File: src/rtl/uart_cmd_pkg.sv
// Shared command, payload and view encodings for the UART command front-end.
package uart_cmd_pkg;

    typedef enum logic [1:0] {
        CMD_DATA   = 2'd0,
        CMD_CONFIG = 2'd1,
        CMD_PREDIV = 2'd2,
        CMD_VIEW   = 2'd3
    } cmd_e;

    typedef enum logic [1:0] {
        VIEW_HB     = 2'd0,
        VIEW_DATA   = 2'd1,
        VIEW_PREDIV = 2'd2,
        VIEW_STATUS = 2'd3
    } view_e;

    localparam logic [4:0] CFG_RESET_PAYLOAD = 5'b11000;

endpackage

File: src/rtl/uart_cmd_filter.sv
// Glitch filter: registers the command pins and raises a one-shot fire once a new value
// has been seen on STABLE_CYCLES+1 consecutive edges.
module uart_cmd_filter #(
    parameter int STABLE_CYCLES = 2,
    parameter int IN_W          = 7
) (
    input  logic            clk,
    input  logic            reset,
    input  logic [IN_W-1:0] i_in,
    output logic            o_fire,
    output logic [6:0]      o_sample
);

    localparam int               CNT_W   = $clog2(STABLE_CYCLES + 1);
    localparam logic [CNT_W-1:0] CNT_MAX = CNT_W'(STABLE_CYCLES);

    logic [6:0]       w_in;
    logic [6:0]       r_sample;
    logic [6:0]       r_last_cmd;
    logic [CNT_W-1:0] r_stab_cnt;

    assign w_in = i_in[6:0];

    // last_cmd is loaded at reset so whatever sits on the pins then is never executed
    always_ff @(posedge clk) begin
        if (reset) begin
            r_sample   <= w_in;
            r_last_cmd <= w_in;
            r_stab_cnt <= '0;
        end else begin
            r_sample <= w_in;
            if (w_in != r_sample) begin
                r_stab_cnt <= '0;
            end else if (r_stab_cnt != CNT_MAX) begin
                r_stab_cnt <= r_stab_cnt + CNT_W'(1);
            end
            if (o_fire) begin
                r_last_cmd <= r_sample;
            end
        end
    end

    assign o_fire   = (r_stab_cnt == CNT_MAX) && (r_sample != r_last_cmd);
    assign o_sample = r_sample;

endmodule

File: src/rtl/uart_cmd_ctrl.sv
// UART command front-end: filtered command decode, nibble assembly of data and prescaler
// words, config register, baud tick generator and a registered debug view.
module uart_cmd_ctrl
    import uart_cmd_pkg::*;
#(
    parameter int                  IN_W          = 7,
    parameter int                  OUT_W         = 8,
    parameter int                  DATA_W        = 8,
    parameter int                  PREDIV_W      = 8,
    parameter logic [PREDIV_W-1:0] PREDIV_RESET  = '0,
    parameter int                  STABLE_CYCLES = 2,
    parameter int                  HB_W          = 5
) (
    input  logic                clk,
    input  logic                reset,
    input  logic [IN_W-1:0]     io_in,
    output logic [OUT_W-1:0]    io_out,
    output logic                cfg_reset_strobe,
    output logic                cfg_gated_stop_bit,
    output logic [3:0]          cfg_bits,
    output logic                data_valid,
    output logic [DATA_W-1:0]   data_word,
    output logic [PREDIV_W-1:0] prediv_value,
    output logic                baud_tick
);

    logic                w_fire;
    logic [6:0]          w_sample;
    cmd_e                w_cmd;
    logic [4:0]          w_pay;
    logic [DATA_W-1:0]   w_data_shift;
    logic [PREDIV_W-1:0] w_prediv_shift;
    logic                w_reset_cmd;
    logic                w_prediv_commit;
    logic                w_reload;
    logic [PREDIV_W-1:0] w_reload_val;
    logic [OUT_W-1:0]    w_view_word;

    logic [DATA_W-1:0]   r_data_shadow;
    logic [PREDIV_W-1:0] r_prediv_shadow;
    logic                r_data_pending;
    logic                r_prediv_pending;
    logic [DATA_W-1:0]   r_data_word;
    logic                r_data_valid;
    logic [3:0]          r_cfg_bits;
    logic                r_strobe;
    logic [PREDIV_W-1:0] r_prediv_value;
    logic [PREDIV_W-1:0] r_div_cnt;
    logic                r_baud_tick;
    logic [HB_W-1:0]     r_hb;
    view_e               r_view;
    logic [OUT_W-1:0]    r_out;

    uart_cmd_filter #(
        .STABLE_CYCLES(STABLE_CYCLES),
        .IN_W         (IN_W)
    ) u_filter (
        .clk     (clk),
        .reset   (reset),
        .i_in    (io_in),
        .o_fire  (w_fire),
        .o_sample(w_sample)
    );

    assign w_cmd = cmd_e'(w_sample[1:0]);
    assign w_pay = w_sample[6:2];

    // Nibbles enter at the LSB end; the cast drops whatever overflows the word
    assign w_data_shift   = DATA_W'({r_data_shadow, w_pay[3:0]});
    assign w_prediv_shift = PREDIV_W'({r_prediv_shadow, w_pay[3:0]});

    assign w_reset_cmd     = w_fire && (w_cmd == CMD_CONFIG) && (w_pay == CFG_RESET_PAYLOAD);
    assign w_prediv_commit = w_fire && (w_cmd == CMD_PREDIV) && w_pay[4];
    assign w_reload        = w_reset_cmd || w_prediv_commit;
    assign w_reload_val    = w_reset_cmd ? PREDIV_RESET : w_prediv_shift;

    always_comb begin
        w_view_word = '0;
        case (r_view)
            VIEW_HB:     w_view_word = OUT_W'(r_hb);
            VIEW_DATA:   w_view_word = OUT_W'(r_data_word);
            VIEW_PREDIV: w_view_word = OUT_W'(r_prediv_value);
            VIEW_STATUS: w_view_word = OUT_W'({r_cfg_bits, 2'b00, r_prediv_pending, r_data_pending});
            default:     w_view_word = '0;
        endcase
    end

    always_ff @(posedge clk) begin
        if (reset) begin
            r_data_shadow    <= '0;
            r_prediv_shadow  <= '0;
            r_data_pending   <= 1'b0;
            r_prediv_pending <= 1'b0;
            r_data_word      <= '0;
            r_data_valid     <= 1'b0;
            r_cfg_bits       <= '0;
            r_strobe         <= 1'b0;
            r_prediv_value   <= PREDIV_RESET;
            r_div_cnt        <= PREDIV_RESET;
            r_baud_tick      <= 1'b0;
            r_hb             <= '0;
            r_view           <= VIEW_HB;
            r_out            <= '0;
        end else begin
            r_data_valid <= 1'b0;
            r_strobe     <= 1'b0;
            r_baud_tick  <= 1'b0;
            r_out        <= w_view_word;

            // A reload wins over a tick that would have landed in the same cycle
            if (w_reload) begin
                r_div_cnt      <= w_reload_val;
                r_prediv_value <= w_reload_val;
            end else if (r_div_cnt == '0) begin
                r_baud_tick <= 1'b1;
                r_hb        <= r_hb + HB_W'(1);
                r_div_cnt   <= r_prediv_value;
            end else begin
                r_div_cnt <= r_div_cnt - PREDIV_W'(1);
            end

            if (w_fire) begin
                case (w_cmd)
                    CMD_DATA: begin
                        if (w_pay[4]) begin
                            r_data_word    <= w_data_shift;
                            r_data_valid   <= 1'b1;
                            r_data_shadow  <= '0;
                            r_data_pending <= 1'b0;
                        end else begin
                            r_data_shadow  <= w_data_shift;
                            r_data_pending <= 1'b1;
                        end
                    end
                    CMD_CONFIG: begin
                        if (w_reset_cmd) begin
                            r_strobe         <= 1'b1;
                            r_cfg_bits       <= '0;
                            r_data_shadow    <= '0;
                            r_prediv_shadow  <= '0;
                            r_data_pending   <= 1'b0;
                            r_prediv_pending <= 1'b0;
                        end else if (!w_pay[4]) begin
                            r_cfg_bits <= w_pay[3:0];
                        end
                    end
                    CMD_PREDIV: begin
                        if (w_pay[4]) begin
                            r_prediv_shadow  <= '0;
                            r_prediv_pending <= 1'b0;
                        end else begin
                            r_prediv_shadow  <= w_prediv_shift;
                            r_prediv_pending <= 1'b1;
                        end
                    end
                    CMD_VIEW: r_view <= view_e'(w_pay[1:0]);
                    default: ;
                endcase
            end
        end
    end

    assign io_out             = r_out;
    assign cfg_reset_strobe   = r_strobe;
    assign cfg_gated_stop_bit = r_cfg_bits[0];
    assign cfg_bits           = r_cfg_bits;
    assign data_valid         = r_data_valid;
    assign data_word          = r_data_word;
    assign prediv_value       = r_prediv_value;
    assign baud_tick          = r_baud_tick;

endmodule

File: config.mk
export PLATFORM = sky130hd
export DESIGN_NAME = uart_cmd_ctrl
export DESIGN_NICKNAME = d
export VERILOG_FILES = /design/src/rtl/uart_cmd_pkg.sv /design/src/rtl/uart_cmd_filter.sv /design/src/rtl/uart_cmd_ctrl.sv
export SDC_FILE = /design/constraint.sdc
export NUM_CORES = 1
export LEC_CHECK = 0
export CORE_ASPECT_RATIO = 0.5
export CORE_MARGIN = 8
export CORE_UTILIZATION = 45
export CTS_BUF_LIST = sky130_fd_sc_hd__clkbuf_4 sky130_fd_sc_hd__clkbuf_8
export CTS_CLUSTER_DIAMETER = 120
export DETAILED_ROUTE_END_ITERATION = 8
export PLACE_DENSITY_LB_ADDON = 0.15
export SKIP_CTS_REPAIR_TIMING = 1
export SYNTH_ARGS = -nofsm -noshare
export SYNTH_HDL_FRONTEND = slang
export SYNTH_HIERARCHICAL = 1
export SYNTH_SLANG_ARGS = --single-unit
File: constraint.sdc
create_clock -name clk -period 6.04 [get_ports clk]
set_input_delay 0.906 -clock clk [delete_from_list [all_inputs] [get_ports clk]]
set_output_delay 0.906 -clock clk [all_outputs]
set_load 0.1 [all_outputs]
==> impl_metrics.csv <==
group,metric,value,unit
cells_and_area,final_area,0.003786,mm²
sta,period_share,47.38,%
sta,rsz0062_at_grt,"false",
clocking,numCtsBuffers,9,
min_path,hp-start,"r_data_shadow[2]",
clocking,cts_tree,"yes",
critical_path,path_cells,"clkdlybuf4s50_1",
clocking,cts_buffer_depth,2,
placement,postPlaceCellArea,0.003598,mm²
drt,drt-total-wl,7864,µm
critical_path,crit_type,"reg2out",
critical_path,cp-start-kind,"flip-flop",
floorplan,die-area,0.01015,mm²
cells_and_area,fin_cells,473,
global_routing,grt_max_degree,67,
clocking,clk_pin_slew,70,ps
sta,fmax,349.4,MHz
pwr,power_density,318.0,mW/mm²
critical_path,worstReg2RegStart,"u_filter/o_sample[4]",
yosys,synth.top_cell.area_share,41.03,%
pwr,p_leak,1.325,nW
floorplan,rows,21,
clocking,htreeDepth,3,
yosys,syn_area_per_cell,9.220,µm²
critical_path,worst-path-buf-inv,1,
clocking,clock-root-buffer,"clkbuf_8",
sta,finalSetupViolCount,0,
critical_path,critical_path.top_delay_family,"buffers and inverters",
placement,place_congestion,0.8726,
cells_and_area,final_util,56.07,%
sta,finalWorstSetupSlack,3178,ps
yosys,synth-seq-cells,72,
drt,wl_per_cell,16.63,µm
global_routing,grt_pass1_wl,12570,µm
drt,drt-initial-drc-count,281,
job,max_cap_violations,0,
critical_path,worstSetupStartpoint,"prediv_value[4]",
drt,vias_per_cell,5.537,
global_routing,overflow,0,
sta,slew_violations,0,
cells_and_area,layout_common_cells,"65 x dfxtp_1, 40 x nand2_1, 39 x clkdlybuf4s50_1",
critical_path,crit_fanout,4,
placement,dp_slack,3372,ps
floorplan,initial_core_util,46.97,%
yosys,synthesis.nets,357,
yosys,ys_types,47,
sta,hold_viol,0,
global_routing,grt_pass1_vias,2498,
floorplan,ios,41,
critical_path,required,5130,ps
clocking,numClockSinks,72,
outcome,outcome,"complete, no violations",
global_routing,grt_antenna_before_repair,0,
yosys,syn_inst,344,
critical_path,crit_slowest_cell,"clkdlybuf4s50_1",
critical_path,critPathArrivalTime,1960,ps
floorplan,die_y,75.37,µm
yosys,ys_seq_area_share,47.65,%
placement,dpl.hpwl,5617,µm
drt,final_antenna_net_count,0,
drt,num_vias,2619,
placement,dpl.cell_count,457,
sta,worst_pin_slew,1169,ps
cells_and_area,antenna_cells,0,
yosys,synth_area_leaders,"dfxtp_1 41%, edfxtp_1 6.6%, a21oi_1 5.7%",
critical_path,slowest_delay,1170,ps
placement,io_buffers,40,
pwr,vdd_drop_max,132.6,µV
yosys,ys_warn_count,6,
drt,drc,0,
clocking,clk_latency,360,ps
drt,first_pass_iters,4,
min_path,hold_path_class,"reg2reg",
sta,tns,0,ps
cells_and_area,nets,389,
floorplan,core-area,0.006753,mm²
cells_and_area,area_growth,19.37,%
yosys,synth_area,0.003172,mm²
pwr,power,1.204,mW
sta,hold_slack,458.1,ps
floorplan,die_w,134.7,µm
cells_and_area,drive_gt1_share,9.974,%
cells_and_area,mostFrequentLayoutCell,"dfxtp_1",
global_routing,grt.total_usage,15.91,%
sta,slew_headroom,22.06,%
sta,fin_crit,2862,ps
yosys,synth_largest_area_cell,"dfxtp_1",
sta,skew,4.480,ps
critical_path,end_kind,"primary output",
==> layer usage <==
| metal | vias up | wire, µm | global-route usage, % |
|---|---|---|---|
| met5 | - | 0 | 0 |
| met4 | 0 | 63 | 4.562 |
| met3 | 11 | 607 | 7.039 |
| met2 | 75 | 3436 | 23.82 |
| met1 | 1250 | 3756 | 20.39 |
| li1 | 1283 | - | - |
==> where the power goes <==
group          internal (mW)  switching, mW
clock network          0.185          0.174
registers              0.520         0.0414
logic                  0.119          0.164
==> sequential cells by signal, summed over array words and instances, names as in the netlist, 2 cells and up <==
name	flops
cfg_bits	4
data_word	8
io_out	8
prediv_value	8
r_data_shadow	4
r_div_cnt	8
r_hb	5
r_prediv_shadow	4
r_view	2
u_filter/o_sample	7
u_filter/r_last_cmd	7
u_filter/r_stab_cnt	2
==> final timing paths <==
check	to	slack, ps	depth (start not counted)
worst max-delay path	prediv_value[4]	3180	1
worst min-delay path	data_word[6]	460	2
worst min register to register	data_word[6]	460	2
worst max register to register	r_hb[3]	3450	7
==> Yosys cell counts (all sizes together) <==
library cell / number
dfxtp: 65
nand2: 40
a21oi: 36
nor2: 28
o21ai: 22
clkbuf: 14
mux2: 14
nand3: 11
mux2i: 9
nor2b: 9
xnor2: 9
nor3: 8
xor2: 8
edfxtp: 7
inv: 7
or4: 7
buf: 5
o31ai: 5
ha: 4
nand2b: 4
nand4: 4
mux4: 3
o22ai: 3
or2: 3
or3: 3
o211ai: 2
a21boi: 1
a31oi: 1
and3: 1
nand3b: 1
nand4b: 1
nor3b: 1
nor4: 1
nor4b: 1
o2111ai: 1
o22a: 1
o32ai: 1
o41a: 1
or3b: 1
or4b: 1
==> cell families after synthesis <==
group                      share of synthesized area, %
DFF                                               47.65
AOI/OAI and AO/OA                                 13.02
buffers and inverters                             3.472
muxes                                             9.941
adders and majority gates                         1.578
and+or+nand+nor                                   19.65
xor gates and xnor gates                          4.695
==> final cells by class <==
cell class                      count  area, µm²
Multi-Input combinational cell    246       1550
Tap cell                           92      115.1
Timing Repair Buffer               40      395.4
Fill cell                         600       2967
Sequential cell                    72       1511
Clock inverter                      3      15.01
Inverter                            7      26.28
Clock buffer                       13      172.7
Power figures use the tool's default switching activity.
